===== src/rtl/uart_rx.sv =====
// 8N1-style UART receiver: two-flop synchronizer, mid-bit sampling FSM and a
// registered valid/ready output with frame-error and overrun pulses.
module uart_rx #(
    parameter int unsigned F    = 8000000,
    parameter int unsigned BAUD = 115200,
    parameter int unsigned N    = 8
) (
    input  logic         clk,
    input  logic         rst,
    input  logic         rx,
    output logic [N-1:0] data,
    output logic         valid,
    input  logic         ready,
    output logic         frame_err,
    output logic         overrun
);

    localparam int unsigned P  = (F + BAUD / 2) / BAUD;
    localparam int unsigned H  = P / 2;
    localparam int unsigned CW = (P > 1) ? $clog2(P) : 1;
    localparam int unsigned IW = (N > 1) ? $clog2(N + 1) : 1;

    localparam logic [CW-1:0] CntBitEnd  = CW'(P - 1);
    localparam logic [CW-1:0] CntHalfEnd = CW'(H - 1);
    localparam logic [IW-1:0] IdxLast    = IW'(N - 1);

    typedef enum logic [1:0] {
        StIdle,
        StStart,
        StData,
        StStop
    } state_e;

    state_e        state_q, state_d;
    logic [CW-1:0] cnt_q, cnt_d;
    logic [IW-1:0] idx_q, idx_d;
    logic [N-1:0]  shift_q, shift_d;
    logic          armed_q, armed_d;

    logic          sync_q, rx_s_q;

    logic [N-1:0]  data_q, data_d;
    logic          valid_q, valid_d;
    logic          frame_err_q, frame_err_d;
    logic          overrun_q, overrun_d;

    logic          stop_tick;

    // Line idles high, so both synchronizer stages reset to 1.
    always_ff @(posedge clk or negedge rst) begin
        if (!rst) begin
            sync_q <= 1'b1;
            rx_s_q <= 1'b1;
        end else begin
            sync_q <= rx;
            rx_s_q <= sync_q;
        end
    end

    // State register, including the datapath and registered outputs.
    always_ff @(posedge clk or negedge rst) begin
        if (!rst) begin
            state_q     <= StIdle;
            cnt_q       <= '0;
            idx_q       <= '0;
            shift_q     <= '0;
            armed_q     <= 1'b0;
            data_q      <= '0;
            valid_q     <= 1'b0;
            frame_err_q <= 1'b0;
            overrun_q   <= 1'b0;
        end else begin
            state_q     <= state_d;
            cnt_q       <= cnt_d;
            idx_q       <= idx_d;
            shift_q     <= shift_d;
            armed_q     <= armed_d;
            data_q      <= data_d;
            valid_q     <= valid_d;
            frame_err_q <= frame_err_d;
            overrun_q   <= overrun_d;
        end
    end

    // Next-state logic for the frame sequencer.
    always_comb begin
        state_d = state_q;
        cnt_d   = cnt_q;
        idx_d   = idx_q;
        shift_d = shift_q;
        armed_d = armed_q;

        unique case (state_q)
            StIdle: begin
                // A start edge is only accepted after the line has been seen high.
                if (rx_s_q) begin
                    armed_d = 1'b1;
                end
                if (armed_q && !rx_s_q) begin
                    state_d = StStart;
                    cnt_d   = '0;
                end
            end

            StStart: begin
                if (cnt_q == CntHalfEnd) begin
                    cnt_d = '0;
                    if (rx_s_q) begin
                        state_d = StIdle;
                    end else begin
                        state_d = StData;
                        idx_d   = '0;
                    end
                end else begin
                    cnt_d = cnt_q + CW'(1);
                end
            end

            StData: begin
                if (cnt_q == CntBitEnd) begin
                    cnt_d   = '0;
                    shift_d = N'({rx_s_q, shift_q} >> 1);
                    idx_d   = idx_q + IW'(1);
                    if (idx_q == IdxLast) begin
                        state_d = StStop;
                    end
                end else begin
                    cnt_d = cnt_q + CW'(1);
                end
            end

            StStop: begin
                if (cnt_q == CntBitEnd) begin
                    cnt_d   = '0;
                    state_d = StIdle;
                    // A low stop bit (break) must see the line high again before rearming.
                    if (!rx_s_q) begin
                        armed_d = 1'b0;
                    end
                end else begin
                    cnt_d = cnt_q + CW'(1);
                end
            end

            default: begin
                state_d = StIdle;
                cnt_d   = '0;
            end
        endcase
    end

    assign stop_tick = (state_q == StStop) && (cnt_q == CntBitEnd);

    // Output logic: handshake, word load and status pulses.
    always_comb begin
        data_d      = data_q;
        valid_d     = valid_q;
        frame_err_d = 1'b0;
        overrun_d   = 1'b0;

        if (valid_q && ready) begin
            valid_d = 1'b0;
        end

        if (stop_tick) begin
            if (rx_s_q) begin
                // A word consumed on this same edge frees the slot for the new one.
                if (!valid_q || ready) begin
                    data_d  = shift_q;
                    valid_d = 1'b1;
                end else begin
                    overrun_d = 1'b1;
                end
            end else begin
                frame_err_d = 1'b1;
            end
        end
    end

    assign data      = data_q;
    assign valid     = valid_q;
    assign frame_err = frame_err_q;
    assign overrun   = overrun_q;

endmodule


===== config.mk =====
export PLATFORM = sky130hd
export DESIGN_NAME = uart_rx
export DESIGN_NICKNAME = d
export VERILOG_FILES = /design/src/rtl/uart_rx.sv
export SDC_FILE = /design/constraint.sdc
export NUM_CORES = 1
export LEC_CHECK = 0
export BUFFER_PORTS_ARGS = -buffer_cell sky130_fd_sc_hd__buf_2
export CORE_UTILIZATION = 45
export DETAILED_ROUTE_END_ITERATION = 8
export GPL_TIMING_DRIVEN = 1
export PLACE_DENSITY = 0.67
export SYNTH_ARGS = -nofsm -noshare
export SYNTH_HDL_FRONTEND = slang
export SYNTH_SLANG_ARGS = --single-unit

===== constraint.sdc =====
create_clock -name clk -period 5 [get_ports clk]
set_input_delay 1.25 -clock clk [delete_from_list [all_inputs] [get_ports clk]]
set_output_delay 1.25 -clock clk [all_outputs]
set_load 0.02 [all_outputs]

**Word level (Yosys, flattened, before mapping)**

Index checks and enable logic that the tools add are counted.

- Reduce and logical (&&, ||, !) cells: 15
- Muxes and demuxes: 28
- Add/sub/neg operators: 2
- Equality and inequality tests: 14

Operators with widths:

| operator | number |
|---|---|
| $mux 7 | 3 |
| $pmux 7 s3 | 1 |
| $ne 2x2->1 const B | 8 |
| $mux 1 | 12 |
| $mux 2 | 6 |
| $mux 4 | 3 |
| $pmux 2 s4 | 1 |
| $pmux 4 s2 | 1 |
| $reduce_and 4->1 | 2 |
| $add 7x1->7 const B | 1 |
| $eq 7x6->1 const B | 1 |
| $eq 7x7->1 const B | 1 |
| $reduce_and 5->1 | 1 |
| $add 4x1->4 const B | 1 |
| $eq 2x2->1 const B | 2 |
| $eq 4x3->1 const B | 1 |
| $reduce_bool 2->1 | 2 |
| $logic_and 1x1->1 | 3 |
| $reduce_and 3->1 | 1 |
| $eq 2x1->1 const B | 1 |
| $logic_not 1->1 | 2 |
| $logic_not 2->1 | 1 |
| $pmux 1 s2 | 1 |
| $reduce_and 2->1 | 1 |
| other kinds (2) | 2 |

- Input port bits: 4
- Word-level logic and storage cells: 70
- Register bits: 35

**Longest topological paths before layout**

- Depth in word-level cells: 5
- Gate-level depth with buffers: 7
- Gate-level depth less buffers: 6

**Worst setup path after synthesis**

Ideal clock, no wire load.

- Path type: input to register
- From: input port ready
- To: register data_q[0], in the netlist data[0]
- Slack: 2.802 ns
- Data arrival time: 2.073 ns
- Setup time: 0.125 ns
- Buffers on the path: 1
- Stages on the path: 5
- Cells stage by stage: nand2b_1 -> nand3_1 -> or2_1 -> buf_6 -> mux2_4

- Cells in the longest elaborated chain, start to end: 2

RTL lines:

| element | RTL line | source |
|---|---|---|
| from (decl) | 13 | `input logic ready,` |
| $logic_or 1x1->1 | 168 | `if (!valid_q \|\| ready) begin` |
| $reduce_and 3->1 (no source line) | n/a |  |
| to (signal assigned) | 78 | `data_q <= data_d;` |
| to (decl) | 42 | `logic [N-1:0] data_q, data_d;` |

Every way passes these cells.
A chain may end at the register's enable or synchronous reset.

**Worst setup path after layout**

- From: register data_q[7], in the netlist data[7]
- To: output port data[7]

RTL lines:

| element | RTL line | source |
|---|---|---|
| to (decl) | 11 | `output logic [N-1:0] data,` |

No word-level cell between the ends.

==> results_dict.tcl <==
set metrics [dict create \
    crit_chain "buf_2" \
    ys_top_cells_by_area "dfrtp_1 50%, mux2_4 7.3%, mux2_2 4.1%" \
    clockPowerShare_pct 32.1 \
    yosysSeqAreaShare_pct 53.47 \
    grt.total_usage_pct 17.30 \
    rows 21 \
    clock_path_buffers 2 \
    yosysWarnings 0 \
    dr_total_vias 1084 \
    core_area_um2 3416 \
    power.switching_uw 193.4 \
    port_buffers 14 \
    synth-seq-cells 35 \
    dp.cells 196 \
    synthAdderAreaFrac_pct 3.046 \
    finalClockSkew_ps 14.55 \
    async_reset_ff_share_pct 100.0 \
    cts_root_buf "clkbuf_4" \
    synth_top_family_by_area "simple AND/OR/NAND/NOR gates" \
    hold_buffers 0 \
    layout_commonest_cell "dfrtp_1" \
    synth-edff-count 0 \
    drt-wirelength-per-cell_um 14.21 \
    ir_drop_mv 0.2140 \
    cts_buffers 5 \
    syn_to_final_growth_pct 10.51 \
    crit_path_max_fanout 2 \
    grt_pass1_wl_mm 5.181 \
    rsz0062_at_grt "false" \
    fin_ws_ps 2840 \
    relSlewSlack_pct 48.98 \
    drive_gt1_share_pct 29.11 \
    grt_pass1_vias 1122 \
    synth_cell_type_count 40 \
    fill_cells 310 \
    multi_input_area_um2 696.9 \
    synth.avg_cell_area_um2 11.73 \
    cts.sinks 35 \
    period_minus_slack_ps 2160 \
    worst_slew_pin_slew_ps 765.3 \
    path_clk_slew_ps 120 \
    layout.cells.non_filler 204 \
    holdPathEnd "rx_s_q" \
    critPathCaptureType "primary output" \
    die_x_um 62.42 \
    dr.first_iter.drc_count 29 \
    worst_path_max_delay_cell "dfrtp_1" \
    ioPinCount 15 \
    fmax_mhz 462.9 \
    min_path_type "flop to flop" \
    whs_path_depth 0 \
    die_area_um2 3896 \
    initial_core_util_pct 48.10 \
    postLayoutCellArea_um2 1815 \
    cts_resized 0 \
    slowest_delay_ps 410 \
    clk-insertion-delay-late_ps 340 \
    synth_compound_area_share_pct 10.74 \
    netlist_area_um2 1643 \
    routed_via_density 5.314 \
    cellPowerDensity_nw_per_um2 363.6 \
    maxCapViolCount 0 \
    critical_path_class "flop to primary output" \
    seq_area_um2 878.3 \
    p_leak_uw 0.0009141 \
    dpl_worst_slack_ps 2518 \
    drv_slew 0 \
    grt_max_degree 36 \
    first_pass_iters 4 \
    cp_top_family "flip-flops" \
    gp_congestion 0.7609 \
    cp.depth 1 \
    synth-xor-area-share_pct 0.5331 \
    drc_errors 0 \
    synth_top_area_share_pct 50.27 \
    muxShareOfSynthArea_pct 12.11 \
    status "completed" \
    pwr-share-seq_pct 51.5 \
    netlist_instances 140 \
    synthFlopType "dfrtp_1" \
    cts_tree "built" \
    p_int_uw 466.7 \
    combPwrFrac_pct 16.4 \
    layout_common_cells "33 x dfrtp_1, 14 x buf_2, 12 x nand2_1, 12 x o21ai_0, 8 x mux2_4" \
    worst-path-buf-inv 1 \
    r2r-end "data[1]" \
    n_antenna_cell 0 \
    die_height_um 62.42 \
    sw_frac_of_total_pct 29.29 \
    placed_cell_area_um2 1729 \
    grt-ovfl-total 0 \
    htree_levels 2 \
    worstPathRequired_ps 3750 \
    reg2reg_slack_ps 3030 \
    dp_hpwl_mm 2.027 \
    cts_setup_buffers 0 \
    tns_ps 0 \
    wl_mm 2.898 \
    synth-simple-area-share_pct 15.99 \
    reg2reg_depth 6 \
    startpoint "data[7]" \
    antenna_found_initial 0 \
    cp-start-kind "flop" \
    hold_viol 0 \
    finalNetCount 165 \
    post-synth-top-area-cell "dfrtp_1" \
    synth_fp_nets 148 \
    fin_crit_sh_pct 43.20 \
    worstReg2RegStart "cnt_q[1]" \
    setup_viol 0 \
    min_from "sync_q" \
    postRouteAntennaNets 0 \
    arrival_ps 910 \
]
[metal layers]
metal	vias up	global-route usage [%]	routed length (um)
met1	531	20.79	1286
li1	530	-	-
met5	-	0	0
met4	0	8.430	51
met3	7	4.562	80
met2	16	28.67	1480
[stage by stage]
step / power [uW] / hold WS, ps / utilization (%)
6_report: 660.1 / 360.6 / 53.15
5_1_grt: 705.2 / 372.9 / 53.15
3_5_place_dp: 453.1 / 346.8 / 50.62
3_3_place_gp: 442.9 / 346.1 / 50.62
2_1_floorplan: 423.5 / 345.2 / -
4_1_cts: 666.3 / 361.5 / 53.15
[power groups by stage]
stage / combinational (uW) / clock [uW] / sequential [uW]
global placement: 99.5 / 0 / 343
CTS: 110 / 216 / 340
detailed placement: 108 / 0 / 345
finish: 108 / 212 / 340
global route: 127 / 232 / 347
floorplan: 92.8 / 0 / 331
[cells in the mapped netlist, drive strengths merged (3+ instances only)]
master	n
nor2b	4
nand2	12
dfrtp	33
mux2	15
inv	7
o21ai	12
ha	4
buf	3
a21oi	7
nor3	3
nand3	5
nor2	7
[worst max-delay path by stage]
stage	to	slack, ps
6_report	data[7]	2840
3_5_place_dp	data[7]	2520
4_1_cts	data[7]	2830
5_1_grt	data[6]	2790
2_1_floorplan	data[0]	2800
3_3_place_gp	data[5]	2560
[final cells by class]
type,instances,area share [%]
Clock buffer,6,2.826
Clock inverter,2,1.930
Inverter,7,1.447
Multi-Input combinational cell,94,38.39
Sequential cell,35,48.38
Tap cell,46,3.170
Timing Repair Buffer,14,3.859
[flip-flops by register name (all words and copies together), names as in the netlist, named ones only]
signal	flops
data	8
shift_q	8
cnt_q	7
idx_q	4
armed_q	1
frame_err	1
overrun	1
rx_s_q	1
state_q	1
sync_q	1
valid	1
[cells by family after synthesis]
family	after synthesis
DFF	35
xor gates and xnor gates	1
muxes	15
adders and majority gates	4
buffers and inverters	11
AOI/OAI and AO/OA	30
and+or+nand+nor	44
(Power assumes the default switching activity.)
